<file path="src/rtl/spi_regbank_slave.sv">
// rtl/spi_regbank_slave.sv - SPI register-bank slave, all CPOL/CPHA modes, optional status snapshot (SPI_REGBANK_SNAPSHOT_EN)
module spi_regbank_slave #(
    parameter int NUM_CFG     = 8,
    parameter int NUM_STATUS  = 8,
    parameter int REG_WIDTH   = 8,
    parameter int ADDR_WIDTH  = 7,
    parameter int SYNC_STAGES = 2,
    parameter logic [REG_WIDTH-1:0] CFG_RESET = '0
) (
    input  logic                             clk,
    input  logic                             rst,
    input  logic [1:0]                       mode,
    input  logic                             spi_cs_n,
    input  logic                             spi_clk,
    input  logic                             spi_mosi,
    output logic                             spi_miso,
    output logic [NUM_CFG*REG_WIDTH-1:0]     config_regs,
    input  logic [NUM_STATUS*REG_WIDTH-1:0]  status_regs,
    output logic                             cfg_wr_stb,
    output logic [ADDR_WIDTH-1:0]            cfg_wr_addr
);

    localparam int SIW = (ADDR_WIDTH + 1 > REG_WIDTH) ? ADDR_WIDTH + 1 : REG_WIDTH;
    localparam int BCW = $clog2(SIW);
    localparam logic [BCW-1:0]        CMD_LAST  = BCW'(ADDR_WIDTH);
    localparam logic [BCW-1:0]        WORD_LAST = BCW'(REG_WIDTH - 1);
    localparam logic [ADDR_WIDTH-1:0] ADDR_MAX  = ADDR_WIDTH'(NUM_CFG + NUM_STATUS - 1);

    typedef enum logic [1:0] {ST_IDLE, ST_CMD, ST_DATA} state_t;

    state_t state_q, state_d;

    logic [SYNC_STAGES-1:0]      cs_sync_q, sclk_sync_q, mosi_sync_q;
    logic [SYNC_STAGES-1:0][1:0] mode_sync_q;
    logic                        sclk_prev_q;

    logic                        cpol_q, cpha_q, rw_q, load_pend_q, skip_q, miso_q;
    logic [BCW-1:0]              bit_cnt_q;
    logic [SIW-2:0]              shift_in_q;
    logic [REG_WIDTH-1:0]        shift_out_q;
    logic [ADDR_WIDTH-1:0]       addr_q;
    logic [NUM_CFG*REG_WIDTH-1:0] cfg_q;
    logic                        stb_q;
    logic [ADDR_WIDTH-1:0]       wr_addr_q;

    logic                        cs_s, sclk_s, mosi_s;
    logic [1:0]                  mode_s;
    logic                        sclk_rise, sclk_fall, sample_edge, shift_edge;
    logic                        start, abort, cmd_done, word_done;
    logic [SIW-1:0]              nxt_bits;
    logic [ADDR_WIDTH-1:0]       addr_nxt;
    logic [REG_WIDTH-1:0]        rd_val;
    logic [NUM_STATUS*REG_WIDTH-1:0] sts_src;

    assign cs_s   = cs_sync_q[SYNC_STAGES-1];
    assign sclk_s = sclk_sync_q[SYNC_STAGES-1];
    assign mosi_s = mosi_sync_q[SYNC_STAGES-1];
    assign mode_s = mode_sync_q[SYNC_STAGES-1];

    assign sclk_rise   = sclk_s & ~sclk_prev_q;
    assign sclk_fall   = ~sclk_s & sclk_prev_q;
    assign sample_edge = (cpol_q == cpha_q) ? sclk_rise : sclk_fall;
    assign shift_edge  = (cpol_q == cpha_q) ? sclk_fall : sclk_rise;

    assign nxt_bits = {shift_in_q, mosi_s};
    assign addr_nxt = (addr_q == ADDR_MAX) ? '0 : addr_q + 1'b1;

    assign spi_miso    = miso_q;
    assign config_regs = cfg_q;
    assign cfg_wr_stb  = stb_q;
    assign cfg_wr_addr = wr_addr_q;

`ifdef SPI_REGBANK_SNAPSHOT_EN
    logic [NUM_STATUS*REG_WIDTH-1:0] snap_q;

    // Freeze status inputs as the transaction opens so a burst read is coherent
    always_ff @(posedge clk) begin
        if (rst) begin
            snap_q <= '0;
        end else if (start) begin
            snap_q <= status_regs;
        end
    end

    assign sts_src = snap_q;
`else
    assign sts_src = status_regs;
`endif

    // Input synchronizers plus the extra SCLK flop used for edge detection
    always_ff @(posedge clk) begin
        if (rst) begin
            cs_sync_q   <= '1;
            sclk_sync_q <= '0;
            mosi_sync_q <= '0;
            mode_sync_q <= '0;
            sclk_prev_q <= 1'b0;
        end else begin
            cs_sync_q   <= {cs_sync_q[SYNC_STAGES-2:0], spi_cs_n};
            sclk_sync_q <= {sclk_sync_q[SYNC_STAGES-2:0], spi_clk};
            mosi_sync_q <= {mosi_sync_q[SYNC_STAGES-2:0], spi_mosi};
            mode_sync_q <= {mode_sync_q[SYNC_STAGES-2:0], mode};
            sclk_prev_q <= sclk_s;
        end
    end

    // Read mux over the unified address map; unmapped addresses read as zero
    always_comb begin
        rd_val = '0;
        for (int i = 0; i < NUM_CFG; i++) begin
            if (addr_q == ADDR_WIDTH'(i)) rd_val = cfg_q[i*REG_WIDTH +: REG_WIDTH];
        end
        for (int i = 0; i < NUM_STATUS; i++) begin
            if (addr_q == ADDR_WIDTH'(NUM_CFG + i)) rd_val = sts_src[i*REG_WIDTH +: REG_WIDTH];
        end
    end

    // State register
    always_ff @(posedge clk) begin
        if (rst) state_q <= ST_IDLE;
        else     state_q <= state_d;
    end

    // Next-state logic; CS release takes priority over a coincident final edge
    always_comb begin
        state_d   = state_q;
        start     = 1'b0;
        abort     = 1'b0;
        cmd_done  = 1'b0;
        word_done = 1'b0;
        case (state_q)
            ST_IDLE: begin
                if (!cs_s) begin
                    state_d = ST_CMD;
                    start   = 1'b1;
                end
            end
            ST_CMD: begin
                if (cs_s) begin
                    state_d = ST_IDLE;
                    abort   = 1'b1;
                end else if (sample_edge && bit_cnt_q == CMD_LAST) begin
                    state_d  = ST_DATA;
                    cmd_done = 1'b1;
                end
            end
            ST_DATA: begin
                if (cs_s) begin
                    state_d = ST_IDLE;
                    abort   = 1'b1;
                end else if (sample_edge && bit_cnt_q == WORD_LAST) begin
                    word_done = 1'b1;
                end
            end
            default: state_d = ST_IDLE;
        endcase
    end

    // Datapath: command decode, shift registers, config writes and MISO drive
    always_ff @(posedge clk) begin
        if (rst) begin
            cpol_q      <= 1'b0;
            cpha_q      <= 1'b0;
            rw_q        <= 1'b0;
            load_pend_q <= 1'b0;
            skip_q      <= 1'b0;
            miso_q      <= 1'b0;
            bit_cnt_q   <= '0;
            shift_in_q  <= '0;
            shift_out_q <= '0;
            addr_q      <= '0;
            cfg_q       <= {NUM_CFG{CFG_RESET}};
            stb_q       <= 1'b0;
            wr_addr_q   <= '0;
        end else begin
            stb_q <= 1'b0;
            if (start) begin
                cpol_q      <= mode_s[1];
                cpha_q      <= mode_s[0];
                bit_cnt_q   <= '0;
                load_pend_q <= 1'b0;
                skip_q      <= 1'b0;
                miso_q      <= 1'b0;
            end else if (abort || state_q == ST_IDLE) begin
                miso_q      <= 1'b0;
                load_pend_q <= 1'b0;
                skip_q      <= 1'b0;
                bit_cnt_q   <= '0;
            end else if (state_q == ST_CMD) begin
                if (sample_edge) begin
                    shift_in_q <= nxt_bits[SIW-2:0];
                    bit_cnt_q  <= bit_cnt_q + 1'b1;
                    if (cmd_done) begin
                        rw_q        <= nxt_bits[ADDR_WIDTH];
                        addr_q      <= nxt_bits[ADDR_WIDTH-1:0];
                        bit_cnt_q   <= '0;
                        load_pend_q <= ~nxt_bits[ADDR_WIDTH];
                    end
                end
            end else if (load_pend_q) begin
                // CPHA=0 presents the MSB now, so the trailing edge that follows
                // the word boundary must not shift
                load_pend_q <= 1'b0;
                if (!cpha_q) begin
                    miso_q      <= rd_val[REG_WIDTH-1];
                    shift_out_q <= rd_val << 1;
                    skip_q      <= 1'b1;
                end else begin
                    shift_out_q <= rd_val;
                end
            end else if (sample_edge) begin
                shift_in_q <= nxt_bits[SIW-2:0];
                bit_cnt_q  <= bit_cnt_q + 1'b1;
                if (word_done) begin
                    bit_cnt_q <= '0;
                    addr_q    <= addr_nxt;
                    if (rw_q) begin
                        for (int i = 0; i < NUM_CFG; i++) begin
                            if (addr_q == ADDR_WIDTH'(i)) begin
                                cfg_q[i*REG_WIDTH +: REG_WIDTH] <= nxt_bits[REG_WIDTH-1:0];
                                stb_q     <= 1'b1;
                                wr_addr_q <= addr_q;
                            end
                        end
                    end else begin
                        load_pend_q <= 1'b1;
                    end
                end
            end else if (shift_edge && !rw_q) begin
                if (skip_q) begin
                    skip_q <= 1'b0;
                end else begin
                    miso_q      <= shift_out_q[REG_WIDTH-1];
                    shift_out_q <= shift_out_q << 1;
                end
            end
        end
    end

endmodule

</file>
<file path="config.mk">
export PLATFORM = sky130hd
export DESIGN_NAME = spi_regbank_slave
export DESIGN_NICKNAME = d
export VERILOG_FILES = /design/src/rtl/spi_regbank_slave.sv
export SDC_FILE = /design/constraint.sdc
export NUM_CORES = 1
export LEC_CHECK = 0
export ABC_CLOCK_PERIOD_IN_PS = 2500
export BUFFER_PORTS_ARGS = -buffer_cell sky130_fd_sc_hd__buf_2
export CORE_ASPECT_RATIO = 0.7
export CORE_MARGIN = 1
export CORE_UTILIZATION = 30
export DETAILED_ROUTE_END_ITERATION = 10
export HOLD_SLACK_MARGIN = 0.1
export PLACE_DENSITY = 0.5
export SLEW_MARGIN = 25
export SYNTH_ARGS = -nofsm -noshare
export SYNTH_HDL_FRONTEND = slang
export SYNTH_SLANG_ARGS = --single-unit
</file>
<file path="constraint.sdc">
create_clock -name clk -period 2.5 [get_ports clk]
set_clock_uncertainty 0.1 [all_clocks]
set_input_delay 0.5 -clock clk [delete_from_list [all_inputs] [get_ports clk]]
set_output_delay 0.5 -clock clk [all_outputs]
set_load 0.01 [all_outputs]
</file>
==> impl_metrics.toml, run 1 <==
[grt]
grt_max_degree = 72
grt_use_total_pct = 24.52
grt_pass1_wl_um = 39190
grt_pass1_vias = 6409
antenna_found_initial = 0
grt_overflow_total = 0

[worst_setup_path]
critical_path.max_fanout = 7
critPathCaptureType = "flip-flop"
required_ns = 2.72
path_class = "flip-flop to flip-flop"
cp.arrival_ns = 2.77
cp-start-kind = "flip-flop"

[synthesis]
syn-instance-count = 753
synth.distinct_cells = 71
ys_seq_area_share_pct = 36.78
yosysTopAreaCell = "dfxtp_1"
synth_most_common_cell = "nor2_1"
netlist.area_leader.share_pct = 36.78
avgSynthCellArea_um2 = 8.385
synth_warnings = 0
yosys_most_used_dff = "dfxtp_1"
synthTopCellsByArea = "dfxtp_1, mux2i_1, nor2_1"
syn_area_um2 = 6314
synth-seq-cells = 116
yosys-top-cells-count = "nor2_1, dfxtp_1, mux2i_1"
synth_fp_nets = 833
synth_edf_count = 0
synth-async-reset-ratio_pct = 0

[power_and_ir_drop]
fin_total_pwr_uw = 4515
cellPowerDensity_nw_per_um2 = 484.2
peakVddDrop_v = 0.0003326
p_leak_uw = 0.003859

[cells_and_area]
utilization_pct = 46.10
drive_gt1_share_pct = 39.30
layout.nets = 1072
n_fill_cell = 2074
layout.cells.non_filler = 1275
antenna_cells = 0
areaGrowthSynthToFinish_pct = 47.72

[routing]
ant_nets = 0
drt_first_pass_iters = 5
routed_wl_um = 26050
drtIter0Drc = 658
wl_per_cell_um = 20.43
viasPerCell = 5.337
num_vias = 6805
drc = 0

[placement]
io_buffers = 143
preCtsSetupSlack_ns = -0.3395
hpwlAfterDp_um = 20050
place_inst = 1236
routabilityCongestion = 0.9320

[clocking]
clock-sinks = 116
htree_levels = 4
clk_pin_slew_ns = 0.06
clkLatencyLatePin_ns = 0.43
clockRootBuffer = "clkbuf_16"
cts_buffers = 17
ctsHoldBuffers = 0
clock_path_buffers = 2
tritoncts = "yes"

[flow_run]
maxCapViolCount = 0

[floorplan]
fp-row-count = 43
core_um2 = 20230
ios = 144
dieArea_um2 = 21640
start_util_pct = 31.21
die_h_um = 123.4
fp.dieW_um = 175.4

[timing]
hold_viol_final = 0
timing.final.crit_share_pct = 102.2
rsz0062_at_grt = "yes"
holdWs_ns = 0.1529
worst_pin_slew_ns = 0.7047
period_minus_slack_ns = 2.555
setup_viol = 5
maxSlewHeadroom_pct = 52.96
max_freq_ghz = 0.3914
slew_violations = 0
setup_ws_ns = -0.05486

[run_status]
status = "finished with violations"
violations = "negative setup slack"

[worst_hold_path]
hp-class = "input port to flip-flop"
-- through the flow --
step,TNS [ns],area (um^2)
floorplan,-0.4470,6364
finish,-0.1487,9326
detailed placement,-2.780,8237
global placement,-2.329,8237
CTS,-0.1194,9111
global route,-0.9782,9326
-- critical path, cell delays in order (launching register included) --
cell	delay, ns
dfxtp_1	0.49
or2_2	0.27
buf_4	0.18
nor2_2	0.06
a222oi_1	0.39
buf_4	0.19
o211ai_1	0.11
o211a_1	0.26
nand3b_1	0.17
a41o_1	0.21
-- worst paths after layout --
check                                from                     endpoint  slack (ns)  cells after the start
hold reg to reg   cs_sync_q[0]$_SDFF_PP1_      cs_sync_q[1]$_SDFF_PP1_        0.31                      1
hold / removal                   spi_cs_n      cs_sync_q[0]$_SDFF_PP1_        0.15                      2
setup / recovery   addr_q[6]$_SDFFE_PP0P_  shift_out_q[2]$_SDFFE_PP0P_       -0.05                      9
setup reg to reg   addr_q[6]$_SDFFE_PP0P_  shift_out_q[2]$_SDFFE_PP0P_       -0.05                      9
-- layout by cell type (no fill, tap or decap), types with 8 or more instances in the layout --
| cell | count |
|---|---|
| nor3_1 | 21 |
| buf_4 | 116 |
| a221oi_1 | 9 |
| nor2_1 | 117 |
| nor2b_1 | 13 |
| o21ai_0 | 26 |
| buf_2 | 142 |
| nand2b_1 | 8 |
| a21oi_1 | 22 |
| mux2i_1 | 81 |
| clkbuf_16 | 18 |
| buf_12 | 9 |
| inv_1 | 12 |
| dfxtp_1 | 109 |
| a22oi_1 | 11 |
| o211ai_1 | 9 |
| nand2_1 | 46 |
| nand3_1 | 15 |
-- flip-flops by register name, summed over array words and instances, names as in the netlist --
name,cells
load_pend_q,1
cfg_wr_stb,1
shift_out_q,8
mode_sync_q,2
cfg_wr_addr,7
cpol_q,1
state_q,2
addr_q,7
sclk_sync_q,2
shift_in_q,7
cpha_q,1
spi_miso,1
bit_cnt_q,3
config_regs,64
rw_q,1
mosi_sync_q,2
cs_sync_q,2
mode_s,2
sclk_prev_q,1
skip_q,1
-- layout make-up --
class | count | area [um^2] | area share (%)
Tap cell | 270 | 337.8 | 3.622
Sequential cell | 116 | 2338 | 25.07
Multi-Input combinational cell | 565 | 4131 | 44.30
Clock buffer | 17 | 425.4 | 4.561
Inverter | 16 | 65.06 | 0.6976
Clock inverter | 15 | 147.6 | 1.583
Timing Repair Buffer | 276 | 1881 | 20.16
-- cells by family (layout without fill, tap and decap cells) --
family / Yosys count / after routing / share of synthesized area, %
AND/OR/NAND/NOR: 297 / 297 / 23.56
buffers and inverters: 72 / 324 / 4.598
flip-flops: 116 / 116 / 36.78
adder cells (fa/ha/maj): 9 / 9 / 1.784
AO/OA/AOI/OAI: 174 / 174 / 19.46
XOR/XNOR: 1 / 1 / 0.2577
multiplexers: 84 / 84 / 13.56
-- report_power, final --
part | switching [uW] | total (uW) | internal, uW
Combinational | 136 | 240 | 104
Clock | 1010 | 2410 | 1390
Sequential | 9.24 | 1870 | 1860
Total | 1160 | 4520 | 3360
-- per-layer routing --
metal  GRT usage, %  part of all wire (%)
met1          37.77                    51
met2          32.84                    38
met3          6.304                   9.3
met4          6.033                   1.0
met5              0                     0
-- what timing repair did --
| item | 4_1_cts | 5_1_grt |
|---|---|---|
| resized for setup | 68 | 41 |
| buffers inserted | 4 | 2 |
| pin swaps | 22 | 13 |
| cloned | 0 | 1 |
| endpoints found under the setup margin | 22 | 80 |
(Power assumes the default switching activity.)
==> run 2: changes to the inputs <==
- ABC_CLOCK_PERIOD_IN_PS: 2500 -> 3100
- PLACE_DENSITY: 0.5 -> 0.48
- clock period: 2.5 -> 3.1 ns (I/O delays scaled with it)
==> run 2 against run 1 <==
  * The run now ends clean
  * Cell count decreased by 6.4%
  * Non-clock buffer count decreased by 81
  * Worst setup slack improved by 0.18 ns
  * Sequential share of layout area increased by 3.0 points
==> impl_metrics.toml, run 2 (synthesized netlist as in run 1, its figures left out) <==
[placement]
io_buffers = 143
placed_area_um2 = 7592
routabilityCongestion = 0.9345
hpwlAfterDp_um = 18800

[grt]
grt_pass1_wl_um = 37200
grt_overflow_total = 0
grt_pass1_vias = 5970
antenna_found_initial = 0
grt_use_total_pct = 23.21
grt_max_degree = 59

[routing]
drc = 0
drtIter0Drc = 679
ant_nets = 0
viasPerCell = 5.445
routed_wl_um = 24880
num_vias = 6501
wl_per_cell_um = 20.84
drt_first_pass_iters = 5

[power_and_ir_drop]
pwr-share-clk_pct = 55.7
swShare_pct = 22.84
cellPowerDensity_nw_per_um2 = 458.4
comb_power_share_pct = 4.5
peakVddDrop_v = 0.0003491
seq_power_share_pct = 39.8
intPower_uw = 2922
switching_power_uw = 864.9
p_leak_uw = 0.003391

[clocking]
cts_buffers = 17
tritoncts = "yes"
htree_levels = 4
clk_pin_slew_ns = 0.06
clockRootBuffer = "clkbuf_16"
postCtsSetupRepairBufs = 0
clock_path_buffers = 2
clkLatencyLatePin_ns = 0.42
clock-sinks = 116

[cells_and_area]
areaGrowthSynthToFinish_pct = 30.86
largest_reg_flops = 64
layout.nets = 991
mostFrequentLayoutCell = "buf_2"
layout_common_cells = "buf_2, nor2_1, dfxtp_1, mux2i_1, nand2_1"
antenna_cells = 0
fin_area_um2 = 8262
drive_gt1_share_pct = 27.16

[timing]
max_freq_ghz = 0.3357
period_minus_slack_ns = 2.978
slew_violations = 0
timing.final.crit_share_pct = 96.08
hold_viol_final = 0
setup_viol = 0
totalNegativeSetupSlack_ns = 0
worst_pin_slew_ns = 0.7741
maxSlewHeadroom_pct = 48.21

[floorplan]
fp.dieW_um = 175.4
fp-row-count = 43
ios = 144
start_util_pct = 31.21
dieArea_um2 = 21640
die_h_um = 123.4
core_um2 = 20230

[worst_setup_path]
slowest_stage = "or3_1"
worst-r2r-cell-count = 9
crit_family = "compound AO/OA/AOI/OAI gates"
cp_num_buf_inv = 2
cp-start-kind = "flip-flop"
path_cells = "or3_1, nor3_1, buf_4, o211ai_1, a2111oi_1, buf_4, a211o_1, o221ai_1, a21oi_1"
critPathCaptureType = "flip-flop"
critPathMaxStageDelay_ns = 0.58
cp.depth = 9
path_class = "flip-flop to flip-flop"
critical_path.max_fanout = 11
required_ns = 3.35
cp.arrival_ns = 3.23
crit_top_cell = "buf_4"

[flow_run]
maxCapViolCount = 0

[run_status]
status = "complete, no violations"

[worst_hold_path]
whs_path_depth = 2
hp-class = "input port to flip-flop"
run 2: cell types whose count changed in the layout (fill, tap and decap cells not counted), sizes merged:
cell      before  now
buf          275  195
bufinv         1    4
clkinvlp       1    2
clkinv         7    6
inv           22   18
run 2: timing repair:
item	CTS	global route
hold buffers	0	0
gates resized for setup	0	10
setup endpoints to repair	0	8
run 2: power by group through the flow:
stage | logic [uW] | registers, uW | clock network [uW]
finish | 170 | 1510 | 2110
global route | 185 | 1510 | 2220
CTS | 168 | 1510 | 2150
detailed placement | 167 | 1540 | 0
global placement | 170 | 1540 | 0
floorplan | 83.9 | 1540 | 0
run 2: cell type report:
type	instances	area (um^2)
sequential	116	2323
multi-input combinational	565	3737
clock inverter	14	198.9
inverter	16	63.81
fill	2116	11970
tap	270	337.8
timing repair buffer	195	1171
clock buffer	18	429.2
run 2: path summary, 6_finish.rpt:
check                          start                           to  slack, ns
min                         spi_cs_n      cs_sync_q[0]$_SDFF_PP1_       0.27
min reg2reg  cs_sync_q[0]$_SDFF_PP1_      cs_sync_q[1]$_SDFF_PP1_       0.31
max           addr_q[3]$_SDFFE_PP0P_  shift_out_q[3]$_SDFFE_PP0P_       0.12
max reg2reg   addr_q[3]$_SDFFE_PP0P_  shift_out_q[3]$_SDFFE_PP0P_       0.12
run 2: stage by stage:
step	utilization [%]	total power (uW)	worst slack (ns)	std cells	hold WS, ns
after floorplan	-	1621	0.4064	753	0.2895
after global placement	37.53	1711	0.07053	1162	0.2990
after detailed placement	37.53	1709	0.06919	1162	0.2953
after CTS	40.64	3825	0.07923	1194	0.2552
after global routing	40.84	3913	-0.0004596	1194	0.2710
final	40.84	3787	0.1216	1194	0.2740
run 2: metal layers:
layer  routed length (um)  global-route usage [%]  vias to the layer above
met5                    0                       0                        -
met4                  229                   5.272                        0
met3                 2170                   5.843                       21
met2                 9501                   30.85                      304
met1                12980                   36.15                     3085
li1                     -                       -                     3091
